`config.mk`:
```
export PLATFORM = sky130hd
export DESIGN_NAME = qpsk_byte_packer
export DESIGN_NICKNAME = d
export VERILOG_FILES = /design/src/rtl/qpsk_byte_packer.sv
export SDC_FILE = /design/constraint.sdc
export NUM_CORES = 1
export LEC_CHECK = 0
export ABC_AREA = 0
export CAP_MARGIN = 20
export CORE_ASPECT_RATIO = 1.5
export CORE_MARGIN = 3
export CORE_UTILIZATION = 58
export DETAILED_ROUTE_END_ITERATION = 12
export PLACE_DENSITY = 0.82
export SLEW_MARGIN = 40
export SYNTH_ARGS = -nofsm -noshare
export SYNTH_HDL_FRONTEND = slang
export SYNTH_SLANG_ARGS = --single-unit
```
`constraint.sdc`:
```
create_clock -name clk -period 4.45 [get_ports clk]
set_input_delay 0.89 -clock clk [delete_from_list [all_inputs] [get_ports clk]]
set_output_delay 0.89 -clock clk [all_outputs]
set_load 0.005 [all_outputs]
```
`src/rtl/qpsk_byte_packer.sv`:
```
// qpsk_byte_packer: tracks the subcarrier bin of each demapped QPSK dibit,
// drops pilot/null bins through DATA_MASK, packs the data dibits MSB-first
// into bytes and queues them in a small show-ahead FIFO toward the decoder.
module qpsk_byte_packer #(
    parameter int                N_SC       = 64,
    parameter logic [N_SC-1:0]   DATA_MASK  = 64'hFDFF_F7C0_07DF_FF7E,
    parameter int                FIFO_DEPTH = 4
) (
    input  logic       clk,
    input  logic       reset,
    input  logic       sym_en_i,
    input  logic [1:0] sym_i,
    input  logic       sym_start_i,
    output logic [7:0] byte_data_o,
    output logic       byte_valid_o,
    input  logic       byte_ready_i,
    output logic       sym_done_o,
    output logic       overflow_o
);

    localparam int BW = (N_SC > 1) ? $clog2(N_SC) : 1;
    localparam int AW = $clog2(FIFO_DEPTH);
    localparam logic [BW-1:0] LAST_BIN = BW'(N_SC - 1);
    localparam logic [AW:0]   FULL_CNT = (AW + 1)'(FIFO_DEPTH);

    // bin position, packing state and status registers
    logic [BW-1:0] bin_q, bin_d;
    logic [1:0]    pcnt_q, pcnt_d;
    logic [7:0]    acc_q, acc_d;
    logic          done_q, done_d;
    logic          ovf_q, ovf_d;

    // FIFO state
    logic [7:0]    mem_q [FIFO_DEPTH];
    logic [AW-1:0] wptr_q, wptr_d;
    logic [AW-1:0] rptr_q, rptr_d;
    logic [AW:0]   cnt_q, cnt_d;

    // packer datapath signals
    logic [BW-1:0] eff_bin;
    logic [1:0]    pbase;
    logic [7:0]    abase;
    logic [7:0]    place;
    logic          is_data;
    logic          last;
    logic          push;
    logic [7:0]    push_data;

    // FIFO control
    logic          full;
    logic          pop;
    logic          wr;

    // Packer: a strobed sym_start restarts at bin 0 and throws away any
    // partial byte; the last bin of a symbol flushes a zero-padded partial.
    always_comb begin
        eff_bin   = sym_start_i ? '0 : bin_q;
        pbase     = sym_start_i ? 2'd0 : pcnt_q;
        abase     = sym_start_i ? 8'd0 : acc_q;
        is_data   = DATA_MASK[eff_bin];
        last      = (eff_bin == LAST_BIN);
        place     = {sym_i, 6'b0} >> {pbase, 1'b0};
        bin_d     = bin_q;
        pcnt_d    = pcnt_q;
        acc_d     = acc_q;
        done_d    = 1'b0;
        push      = 1'b0;
        push_data = 8'd0;
        if (sym_en_i) begin
            bin_d  = last ? '0 : eff_bin + BW'(1);
            done_d = last;
            acc_d  = abase;
            pcnt_d = pbase;
            if (is_data) begin
                acc_d  = abase | place;
                pcnt_d = pbase + 2'd1;      // 3 -> 0 on the 4th dibit
            end
            if (is_data && pbase == 2'd3) begin
                push      = 1'b1;
                push_data = acc_d;
                acc_d     = 8'd0;
            end else if (last && pcnt_d != 2'd0) begin
                push      = 1'b1;
                push_data = acc_d;
                acc_d     = 8'd0;
                pcnt_d    = 2'd0;
            end
        end
    end

    // FIFO bookkeeping: a push into a full FIFO only lands if a pop frees
    // the slot on the same edge, otherwise it is dropped and flagged.
    always_comb begin
        full   = (cnt_q == FULL_CNT);
        pop    = (cnt_q != '0) && byte_ready_i;
        wr     = push && (!full || pop);
        ovf_d  = ovf_q | (push && full && !pop);
        wptr_d = wr  ? wptr_q + AW'(1) : wptr_q;
        rptr_d = pop ? rptr_q + AW'(1) : rptr_q;
        cnt_d  = cnt_q;
        if (wr && !pop)      cnt_d = cnt_q + (AW + 1)'(1);
        else if (pop && !wr) cnt_d = cnt_q - (AW + 1)'(1);
    end

    // state registers with synchronous reset
    always_ff @(posedge clk) begin
        if (reset) begin
            bin_q  <= '0;
            pcnt_q <= 2'd0;
            acc_q  <= 8'd0;
            done_q <= 1'b0;
            ovf_q  <= 1'b0;
            wptr_q <= '0;
            rptr_q <= '0;
            cnt_q  <= '0;
        end else begin
            bin_q  <= bin_d;
            pcnt_q <= pcnt_d;
            acc_q  <= acc_d;
            done_q <= done_d;
            ovf_q  <= ovf_d;
            wptr_q <= wptr_d;
            rptr_q <= rptr_d;
            cnt_q  <= cnt_d;
        end
    end

    // FIFO storage; contents only matter while the count says they are live
    always_ff @(posedge clk) begin
        if (wr) mem_q[wptr_q] <= push_data;
    end

    // show-ahead output: head byte is forced to zero while empty
    always_comb begin
        byte_valid_o = (cnt_q != '0);
        byte_data_o  = byte_valid_o ? mem_q[rptr_q] : 8'd0;
        sym_done_o   = done_q;
        overflow_o   = ovf_q;
    end

endmodule
```
## Word level (Yosys, flattened, before mapping)

Memories as Yosys holds them, arrays and structs flattened. A register that Yosys moved wholly into a read port is not among the register bits.
Cells that the tools add are included.

| word-level totals | value |
|---|---|
| bits in read-only memories | 64 |
| logic and storage cells | 65 |
| input bits | 7 |
| memories kept | 2 |
| bits in writable memories | 32 |
| register bits | 25 |
| output and inout bits | 11 |

Memory list:

| name | words | width | read ports | clocked after memory_dff | write ports | RTL line | source |
|---|---|---|---|---|---|---|---|
| (name not given) | 64 | 1 | 1 | 0 | 0 | 60 | `is_data = DATA_MASK[eff_bin];` |
| mem_q | 4 | 8 | 1 | 1 | 1 | 34 | `logic [7:0] mem_q [FIFO_DEPTH];` |

| operators by class | value |
|---|---|
| bitwise gates (word level) | 3 |
| shift-type cells | 1 |
| equal/unequal tests | 3 |
| reduce and logical (&&, ||, !) cells | 16 |
| $add $sub $neg | 6 |
| order comparisons | 1 |
| multiplexer cells | 25 |

Operators by type and width:

| cell | count |
|---|---|
| $mux W8 | 8 |
| $mux W2 | 7 |
| $mux W6 | 2 |
| $logic_and A1 B1 Y1 | 8 |
| $or A8 B8 Y8 | 1 |
| $shr A8 B3 Y8 | 1 |
| $lt A6 B7 Y1 const B | 1 |
| $add A2 B1 Y2 const B | 3 |
| $add A6 B1 Y6 const B | 1 |
| $eq A6 B6 Y1 const B | 1 |
| $mux W1 | 6 |
| $mux W3 | 2 |
| $reduce_bool A2 Y1 | 2 |
| $add A3 B1 Y3 const B | 1 |
| $eq A3 B3 Y1 const B | 1 |
| $logic_not A1 Y1 | 3 |
| $reduce_bool A3 Y1 | 1 |
| $sub A3 B1 Y3 const B | 1 |
| $eq A2 B2 Y1 const B | 1 |
| $reduce_or A2 Y1 | 1 |
| $logic_or A1 B1 Y1 | 1 |
| $not A1 Y1 | 1 |
| $or A1 B1 Y1 | 1 |

## Depth between registers and ports, before layout

Gate-level depths: netlist of run 1.

| logic depth | value |
|---|---|
| depth in word-level cells | 15 |
| gate-level depth with buffers | 14 |
| mapped depth without buffers | 13 |

## Least setup slack after synthesis of run 1

OpenSTA, ideal clock, no wires.

| path | value |
|---|---|
| path kind | input port to flip-flop |
| start point | input port sym_start_i |
| end point | register cnt_q[2] |
| path buffers | 1 |
| setup slack | 0.985 ns |
| arrival time | 3.394 ns |
| required time | 4.379 ns |
| setup time | 0.071 ns |
| stages | 14 |
| cells stage by stage | buf_2 > inv_1 > nand2_1 > ha_1 > a21oi_2 > or4b_4 > o2111ai_1 > a31oi_4 > ha_1 > inv_1 > fa_1 > xor2_1 > or3_1 > a21oi_1 |

| on the way | value |
|---|---|
| cells in the longest elaborated chain, start to end | 14 |
| elaborated cells on any way between the ends | 21 |
| classes of those cells | 1 x add/sub; 2 x eq/ne; 9 x mux; 8 x reduce/logical; 1 x memory |

Ends and longest elaborated chain:

| what | RTL line | source |
|---|---|---|
| start: declaration | 13 | `input logic sym_start_i,` |
| $mux W6 | 57 | `eff_bin = sym_start_i ? '0 : bin_q;` |
| $mem_v2 Z64 W1 | - |  |
| $mux W1 (implied by the code) | 60 |  |
| $mux W2 | 74 | `if (is_data) begin` |
| $mux W2 | 69 | `if (sym_en_i) begin` |
| $reduce_bool A2 Y1 | 82 | `end else if (last && pcnt_d != 2'd0) begin` |
| $logic_and A1 B1 Y1 | 82 |  |
| $mux W1 | 82 |  |
| $mux W1 (*) | 78 | `if (is_data && pbase == 2'd3) begin` |
| $mux W1 (*) | 69 |  |
| $logic_and A1 B1 Y1 (*) | 96 | `wr = push && (!full \|\| pop);` |
| net wr | 52 | `logic wr;` |
| $logic_not A1 Y1 | 102 | `else if (pop && !wr) cnt_d = cnt_q - (AW + 1)'(1);` |
| $logic_and A1 B1 Y1 | 102 |  |
| $reduce_bool A2 Y1 (no source line) | - |  |
| end signal: assignment | 124 | `cnt_q <= cnt_d;` |
| end: declaration | 37 | `logic [AW:0] cnt_q, cnt_d;` |

The timed path passes the listed nets; every way through them passes the cells marked *. The select of a mux whose other input is x is not followed.
A chain may end at the register's enable or synchronous reset.

## Worst setup path after layout of run 1

Ends and elaborated chain as after synthesis.

==> results.json, run 1 <==
{
  "syn-cell-area_um2": 2820,
  "combPwrFrac": 0.227,
  "seqPwrFrac": 0.432,
  "holdPathEnd": "acc_q[6]$_SDFFE_PP0P_",
  "dpl.hpwl_mm": 3.72,
  "via_count": 1954,
  "grt_pass1_wl_mm": 9.04,
  "synth-async-reset-ratio": 0,
  "drt-initial-drc-count": 74,
  "htreeDepth": 3,
  "die_area_um2": 5740,
  "finalCriticalPeriod_ps": 3670,
  "final_antenna_net_count": 0,
  "postLayoutCellArea_um2": 3240,
  "dp_cells": 322,
  "p_per_area_nw_per_um2": 456,
  "reg2regPathDepth": 13,
  "start_kind": "primary input",
  "holdPathStages": 2,
  "final_cell_mix": "32 x edfxtp_1, 30 x nor2_1, 27 x dfxtp_1",
  "synth_edf_count": 32,
  "area_growth_pct": 15.1,
  "power.total_uw": 1480,
  "synth.largest_area_cell": "edfxtp_1",
  "max_freq_ghz": 0.272,
  "antenna_found_initial": 0,
  "worst_pin_slew_ps": 530,
  "gp_congestion": 0.917,
  "min_from": "acc_q[6]$_SDFFE_PP0P_",
  "reg2reg_to": "cnt_q[2]$_SDFFE_PP0P_",
  "grt_pass1_vias": 1931,
  "worstPathArrival_ps": 3930,
  "syn-num-nets": 265,
  "end_kind": "register",
  "power_switching_uw": 370,
  "nNetsFinal": 285,
  "intPower_uw": 1110,
  "r2r-start": "bin_q[0]$_SDFFE_PP0P_",
  "grt_use_total": 0.202,
  "p_leak_uw": 0.00115,
  "hold_viol_final": 0,
  "rows": 30,
  "syn_area_per_cell_um2": 11.3,
  "critPathKind": "primary input to register",
  "cp.required_ps": 4700,
  "fp.dieH_um": 91.3,
  "synth_warnings": 0,
  "vias_per_cell": 5.78,
  "synth.yosys.seq_area_share": 0.533,
  "slew_viol_final": 0,
  "yosys-top-cells-area": "edfxtp_1 34%, dfxtp_1 19%, mux4_2 6.4%",
  "synth_top_area_share": 0.341,
  "synthFlopType": "edfxtp_1",
  "setup_tns_ps": 0,
  "rsz0062_at_grt": "no",
  "yosys_register_bits": 59,
  "hold_class": "register to register",
  "initial_core_util": 0.610,
  "numCtsBuffers": 9,
  "cts_tree": "yes",
  "dpl-instance-area_um2": 3040,
  "cts.clk_slew.worst_paths_ps": 60,
  "drv_cap": 0,
  "synthCells": 249,
  "coreArea_um2": 4620,
  "max-clock-path-buffers": 2,
  "final_cells": 338,
  "holdBufCountCts": 0,
  "firstDrtPassIters": 5,
  "p_clk_frac": 0.341,
  "grt_max_degree": 23,
  "cts_setup_buffers": 0,
  "setup_viol": 0,
  "portBuffers": 17,
  "cts_resized": 0,
  "num_antenna_cells": 0,
  "drive_gt1_frac": 0.120,
  "die_w_um": 62.9,
  "ys_types": 55,
  "skew_ps": 5.93,
  "status": "finished clean",
  "period_share": 0.826,
  "drt-total-wl_mm": 5.17,
  "cts_root_buf": "clkbuf_8",
  "switching_share": 0.250,
  "drc": 0,
  "avgRoutedWirePerCell_um": 15.3,
  "ir_drop_uv": 266,
  "post-route-util": 0.702,
  "grt_overflow": 0,
  "clk-insertion-delay-late_ps": 320,
  "worst_slew_margin_rel": 0.646,
  "r2r_slack_ps": 1390,
  "path_max_fanout": 11,
  "mostFrequentLayoutCell": "edfxtp_1",
  "ioPinCount": 18,
  "cts.sinks": 59
}
==> cell families (layout without fill, tap and decap cells) <==
group | Yosys count | count (layout) | share of synthesized area
AND/OR/NAND/NOR | 92 | 92 | 0.163
XOR/XNOR | 5 | 5 | 0.0156
flip-flops | 59 | 59 | 0.533
buffers and inverters | 21 | 46 | 0.0311
multiplexers | 11 | 11 | 0.0751
adder cells (fa/ha/maj) | 9 | 9 | 0.0427
AO/OA/AOI/OAI | 52 | 52 | 0.140
==> how the worst max path moves through the flow <==
| stage | from | endpoint | slack (ps) |
|---|---|---|---|
| after floorplan | sym_start_i | cnt_q[2]$_SDFFE_PP0P_ | 990 |
| after detailed placement | sym_start_i | cnt_q[2]$_SDFFE_PP0P_ | 430 |
| after global placement | sym_start_i | cnt_q[2]$_SDFFE_PP0P_ | 460 |
| after CTS | sym_start_i | cnt_q[2]$_SDFFE_PP0P_ | 760 |
| final | sym_start_i | cnt_q[2]$_SDFFE_PP0P_ | 780 |
| after global routing | sym_start_i | cnt_q[2]$_SDFFE_PP0P_ | 500 |
==> synthesized netlist by cell type, drive strengths merged, types with 8 or more instances <==
cell type,n
nand2,20
inv,10
edfxtp,32
mux4,8
nor2,30
and2,12
a21oi,11
dfxtp,27
o21ai,11
ha,8
==> critical path: stages <==
cell	delay [ps]
clkdlybuf4s50_1	460
buf_4	200
nor2b_1	420
and3_1	290
o21ai_1	150
a31oi_4	270
ha_1	220
inv_1	60
fa_1	370
xor2_1	160
or3_1	300
a21oi_1	130
==> cell type report <==
cell class | instances | area (µm²)
sequential | 59 | 1500
clock inverter | 6 | 80.1
multi-input combinational | 169 | 1230
tap | 64 | 80.1
inverter | 10 | 37.5
fill | 340 | 1380
clock buffer | 10 | 128
timing repair buffer | 20 | 188
==> registers in the layout (all words and copies together), names as in the netlist, named ones only <==
name,cells
mem_q,32
acc_q,8
bin_q,6
cnt_q,3
pcnt_q,2
rptr_q,2
wptr_q,2
overflow_o,1
sym_done_o,1
==> layer usage <==
metal,global-route usage,wire length [µm],vias to the layer above
li1,-,-,966
met1,0.218,1950,931
met2,0.370,2980,47
met3,0.0421,168,10
met4,0.0958,71,0
met5,0,0,-
==> power groups by stage <==
stage,Sequential [µW],Combinational (µW),Clock (µW)
finish,638,336,504
global route,645,374,539
CTS,640,343,516
detailed placement,652,344,0
global placement,652,338,0
floorplan,624,220,0
==> metrics by stage <==
step / hold WS (ps) / worst slack [ps]
floorplan: 425 / 985
global placement: 438 / 460
detailed placement: 448 / 432
CTS: 463 / 763
global route: 486 / 496
finish: 462 / 775
Power figures use the tool's default switching activity.
==> run 2: changes to the inputs <==
--- a/config.mk
+++ b/config.mk
@@ -9,9 +9,9 @@
 export CAP_MARGIN = 20
 export CORE_ASPECT_RATIO = 1.5
 export CORE_MARGIN = 3
-export CORE_UTILIZATION = 58
+export CORE_UTILIZATION = 53
 export DETAILED_ROUTE_END_ITERATION = 12
-export PLACE_DENSITY = 0.82
+export PLACE_DENSITY = 0.79
 export SLEW_MARGIN = 40
 export SYNTH_ARGS = -nofsm -noshare
 export SYNTH_HDL_FRONTEND = slang
==> constraint.sdc (replaced) <==
create_clock -name clk -period 3.2 [get_ports clk]
set_input_delay 0.64 -clock clk [delete_from_list [all_inputs] [get_ports clk]]
set_output_delay 0.64 -clock clk [all_outputs]
set_load 0.005 [all_outputs]
==> run 2 against run 1 <==
  * Sequential cell count unchanged
  * Clock power is 65% higher
  * Clock skew increased by 1.6 ps
  * Setup slack got worse by 420 ps
  * Register-to-register slack worse by 1000 ps
  * Critical path depth rose by 1
  * Power is 50% higher
  * Utilization decreased by 0.079 points
  * Via count grew 6.1%
  * Critical path type is now register to register
  * Die area up 8.7%
==> results.json, run 2 (synthesized netlist as in run 1, its figures left out) <==
{
  "status": "finished clean",
  "holdBufCountCts": 0,
  "grt_overflow": 0,
  "vias_per_cell": 5.71,
  "p_leak_uw": 0.00129,
  "ir_drop_uv": 296,
  "gp_congestion": 0.876,
  "clk-insertion-delay-late_ps": 340,
  "dp_cells": 347,
  "critPathKind": "register to register",
  "worst_pin_slew_ps": 521,
  "avgRoutedWirePerCell_um": 15.2,
  "grt_pass1_wl_mm": 9.21,
  "top_register": "mem_q",
  "cts.clk_slew.worst_paths_ps": 70,
  "max_freq_ghz": 0.351,
  "drt-initial-drc-count": 74,
  "via_count": 2074,
  "antenna_found_initial": 0,
  "numCtsBuffers": 9,
  "p_per_area_nw_per_um2": 637,
  "drc": 0,
  "initial_core_util": 0.567,
  "rsz0062_at_grt": "no",
  "finalCriticalPeriod_ps": 2850,
  "drv_cap": 0,
  "drt-total-wl_mm": 5.53,
  "slew_viol_final": 0,
  "setup_viol": 0,
  "period_share": 0.890,
  "dpl.hpwl_mm": 4.16,
  "start_kind": "register",
  "coreArea_um2": 4960,
  "grt_max_degree": 16,
  "rows": 31,
  "final_cells": 363,
  "holdWs_ps": 466,
  "regArea_um2": 1500,
  "htreeDepth": 3,
  "largest_reg_flops": 32,
  "final_antenna_net_count": 0,
  "portBuffers": 17,
  "cp.required_ps": 3470,
  "grt_use_total": 0.200,
  "final_cell_mix": "32 x edfxtp_1, 30 x nor2_1, 27 x dfxtp_1",
  "setup_ws_ps": 351,
  "max-clock-path-buffers": 2,
  "multiInputGateArea_um2": 1240,
  "cts_tree": "yes",
  "firstDrtPassIters": 4,
  "top_regs": "mem_q x32, acc_q x8, bin_q x6",
  "hold_viol_final": 0,
  "power.total_uw": 2220,
  "nFillCells": 395,
  "drive_gt1_frac": 0.212,
  "ioPinCount": 18,
  "grt_pass1_vias": 2006,
  "skew_ps": 7.49,
  "place_ws_ps": -312,
  "die_area_um2": 6240,
  "area_growth_pct": 23.6,
  "cts_root_buf": "clkbuf_8",
  "path_max_fanout": 7,
  "fp.dieH_um": 95.3,
  "end_kind": "register",
  "cts.sinks": 59,
  "num_antenna_cells": 0,
  "nNetsFinal": 308,
  "worstPathArrival_ps": 3120,
  "worst_slew_margin_rel": 0.653,
  "die_w_um": 65.5,
  "mostFrequentLayoutCell": "edfxtp_1",
  "hold_class": "register to register"
}
run 2: area by class of cell:
type                    count  area share
multi-input cells         169       0.357
clock inverters             7      0.0356
repair buffers             43       0.106
flip-flops and latches     59       0.431
clock buffers               9      0.0356
inverters                  10      0.0108
well taps                  66      0.0237
run 2: worst max-delay path: stages (launching register included):
cell and delay (ps):
dfxtp_1 440, nor2b_2 240, inv_1 60, ha_1 220
inv_1 50, mux2_2 160, o2111ai_2 170, a31oi_4 230
ha_1 190, inv_1 50, fa_1 370, xor2_1 160
or3_1 310, a21oi_1 140
run 2: metal layers:
metal / vias to the layer above / global-route usage / wire [µm]
met5: - / 0 / 0
met4: 0 / 0.119 / 164
met3: 12 / 0.0354 / 167
met2: 47 / 0.368 / 3120
met1: 1002 / 0.207 / 2080
li1: 1013 / - / -
run 2: power by group:
group / switching, µW / internal, µW
clock network: 312 / 522
registers: 61.9 / 827
logic: 195 / 299
total: 569 / 1650
run 2: through the flow:
stage	setup TNS, ps	util	cell area [µm²]
5_1_grt	0	0.701	3480
3_3_place_gp	-354	0.648	3220
4_1_cts	0	0.698	3470
3_5_place_dp	-570	0.648	3220
6_report	0	0.701	3480
2_1_floorplan	0	-	2820
run 2: final timing paths:
check	startpoint	end	slack, ps	cells past startpoint
setup / recovery	bin_q[0]$_SDFFE_PP0P_	cnt_q[2]$_SDFFE_PP0P_	350	13
hold / removal	acc_q[0]$_SDFFE_PP0P_	acc_q[0]$_SDFFE_PP0P_	470	2
setup reg to reg	bin_q[0]$_SDFFE_PP0P_	cnt_q[2]$_SDFFE_PP0P_	350	13
hold reg to reg	acc_q[0]$_SDFFE_PP0P_	acc_q[0]$_SDFFE_PP0P_	470	2
run 2: what timing repair did:
| item | 4_1_cts | 5_1_grt |
|---|---|---|
| resized for setup | 0 | 4 |
| buffers inserted | 0 | 0 |
| setup endpoints to repair | 0 | 1 |
==> run 3: changes to the inputs <==
--- a/config.mk
+++ b/config.mk
@@ -9,9 +9,10 @@
 export CAP_MARGIN = 20
 export CORE_ASPECT_RATIO = 1.5
 export CORE_MARGIN = 3
-export CORE_UTILIZATION = 53
+export CORE_UTILIZATION = 55
+export CTS_BUF_LIST = sky130_fd_sc_hd__clkbuf_2 sky130_fd_sc_hd__clkbuf_4 sky130_fd_sc_hd__clkbuf_8
 export DETAILED_ROUTE_END_ITERATION = 12
-export PLACE_DENSITY = 0.79
+export PLACE_DENSITY = 0.82
 export SLEW_MARGIN = 40
 export SYNTH_ARGS = -nofsm -noshare
 export SYNTH_HDL_FRONTEND = slang
==> constraint.sdc (replaced) <==
create_clock -name clk -period 2.56 [get_ports clk]
set_input_delay 0.512 -clock clk [delete_from_list [all_inputs] [get_ports clk]]
set_output_delay 0.512 -clock clk [all_outputs]
set_load 0.005 [all_outputs]
==> run 3 against run 2 <==
  * Global-route usage is 1.7 points higher
  * Non-clock buffer count is 18 higher
  * Via count is 4.2% higher
  * Cell count is 5.0% higher
  * Clock skew is 2.2 ps lower
  * Clock-buffer cell count is 2 higher
  * Wire length is 8.5% higher
  * First-iteration DRC count is 16% lower
  * Cell area is 3.7% higher
  * Highest routed layer unchanged
==> results.json, run 3 (synthesized netlist as in run 1, its figures left out) <==
{
  "clk-insertion-delay-late_ps": 330,
  "ioPinCount": 18,
  "path_max_fanout": 5,
  "power.total_uw": 2550,
  "p_leak_uw": 0.00135,
  "rows": 31,
  "grt_pass1_vias": 2190,
  "start_kind": "primary input",
  "holdBufCountCts": 0,
  "use_met3": 0.0469,
  "coreArea_um2": 4890,
  "dpl.hpwl_mm": 4.45,
  "ir_drop_uv": 438,
  "numCtsBuffers": 9,
  "initial_core_util": 0.576,
  "postLayoutCellArea_um2": 3610,
  "grt_pass1_wl_mm": 9.86,
  "setup_ws_ps": 37.2,
  "status": "finished clean",
  "drt-initial-drc-count": 62,
  "max-clock-path-buffers": 2,
  "rsz0062_at_grt": "yes",
  "slew_viol_final": 0,
  "mostFrequentLayoutCell": "buf_4",
  "worst_slew_margin_rel": 0.690,
  "r2r_slack_ps": 40,
  "use_met2": 0.392,
  "dpl-instance-area_um2": 3370,
  "fp.dieH_um": 93.6,
  "num_antenna_cells": 0,
  "finalCriticalPeriod_ps": 2520,
  "drt-total-wl_mm": 6.01,
  "avgRoutedWirePerCell_um": 15.8,
  "drc": 0,
  "top_regs": "mem_q x32, acc_q x8, bin_q x6",
  "vias_per_cell": 5.67,
  "p_per_area_nw_per_um2": 707,
  "setup_viol": 0,
  "grt_use_total": 0.217,
  "cts.clk_slew.worst_paths_ps": 60,
  "place_ws_ps": -824,
  "nNetsFinal": 326,
  "final_cells": 381,
  "drive_gt1_frac": 0.298,
  "gp_congestion": 0.934,
  "die_area_um2": 6030,
  "cts.sinks": 59,
  "grt_overflow": 0,
  "skew_ps": 5.25,
  "critPathKind": "primary input to register",
  "cts_tree": "yes",
  "top_usage_layer": "met2",
  "cts_root_buf": "clkbuf_8",
  "final_cell_mix": "43 x buf_4, 32 x edfxtp_1, 30 x nor2_1",
  "cp.required_ps": 2830,
  "antenna_found_initial": 0,
  "grt_max_degree": 16,
  "drv_cap": 0,
  "worstPathArrival_ps": 2790,
  "end_kind": "register",
  "period_share": 0.985,
  "hold_class": "register to register",
  "dp_cells": 361,
  "top_register": "mem_q",
  "holdWs_ps": 467,
  "largest_reg_flops": 32,
  "worst_pin_slew_ps": 459,
  "area_growth_pct": 28.2,
  "die_w_um": 64.4,
  "hold_viol_final": 0,
  "via_count": 2161,
  "max_freq_ghz": 0.396,
  "htreeDepth": 3,
  "met1_usage": 0.227,
  "final_antenna_net_count": 0,
  "portBuffers": 17,
  "firstDrtPassIters": 5
}
-- run 3: what timing repair did --
item | in CTS | in global routing
gates cloned | 0 | 0
pin swaps | 2 | 3
setup endpoints to repair | 74 | 3
gates resized for setup | 6 | 11
buffers inserted | 1 | 3
-- run 3: path summary, 6_finish.rpt --
path | start | endpoint | depth (start not counted)
worst min register to register | acc_q[4]$_SDFFE_PP0P_ | acc_q[4]$_SDFFE_PP0P_ | 2
worst min-delay path | acc_q[4]$_SDFFE_PP0P_ | acc_q[4]$_SDFFE_PP0P_ | 2
worst max register to register | bin_q[0]$_SDFFE_PP0P_ | cnt_q[2]$_SDFFE_PP0P_ | 13
worst max-delay path | sym_start_i | cnt_q[2]$_SDFFE_PP0P_ | 14
-- run 3: cell type report --
cell class / instances / area (µm²)
tap: 66 / 82.6
sequential: 59 / 1510
inverter: 10 / 42.5
multi-input combinational: 169 / 1300
clock inverter: 5 / 28.8
clock buffer: 11 / 145
timing repair buffer: 61 / 502
fill: 331 / 1280
-- run 3: through the flow --
| stage | setup TNS (ps) | util |
|---|---|---|
| 2_1_floorplan | -478 | - |
| 3_3_place_gp | -36980 | 0.690 |
| 3_5_place_dp | -41120 | 0.690 |
| 4_1_cts | 0 | 0.729 |
| 5_1_grt | -22.2 | 0.738 |
| 6_report | 0 | 0.738 |
-- run 3: per-layer routing --
metal,routed length (µm),share of wire
met5,0,0
met1,2150,0.36
met2,3450,0.57
met4,200,0.033
met3,207,0.034
-- run 3: worst max-delay path, stage by stage --
cell and delay [ps]:
clkbuf_4 160, nor2b_4 160, inv_1 60, ha_2 180, inv_1 50, mux2_4 160
o2111ai_4 130, a31oi_4 250, ha_4 170, inv_2 30, fa_2 320, xor2_1 150
or3_1 330, a21oi_2 120
-- run 3: power breakdown --
| part | switching [µW] | internal, µW |
|---|---|---|
| sequential | 44.7 | 1030 |
| clock | 352 | 381 |
| combinational | 295 | 444 |
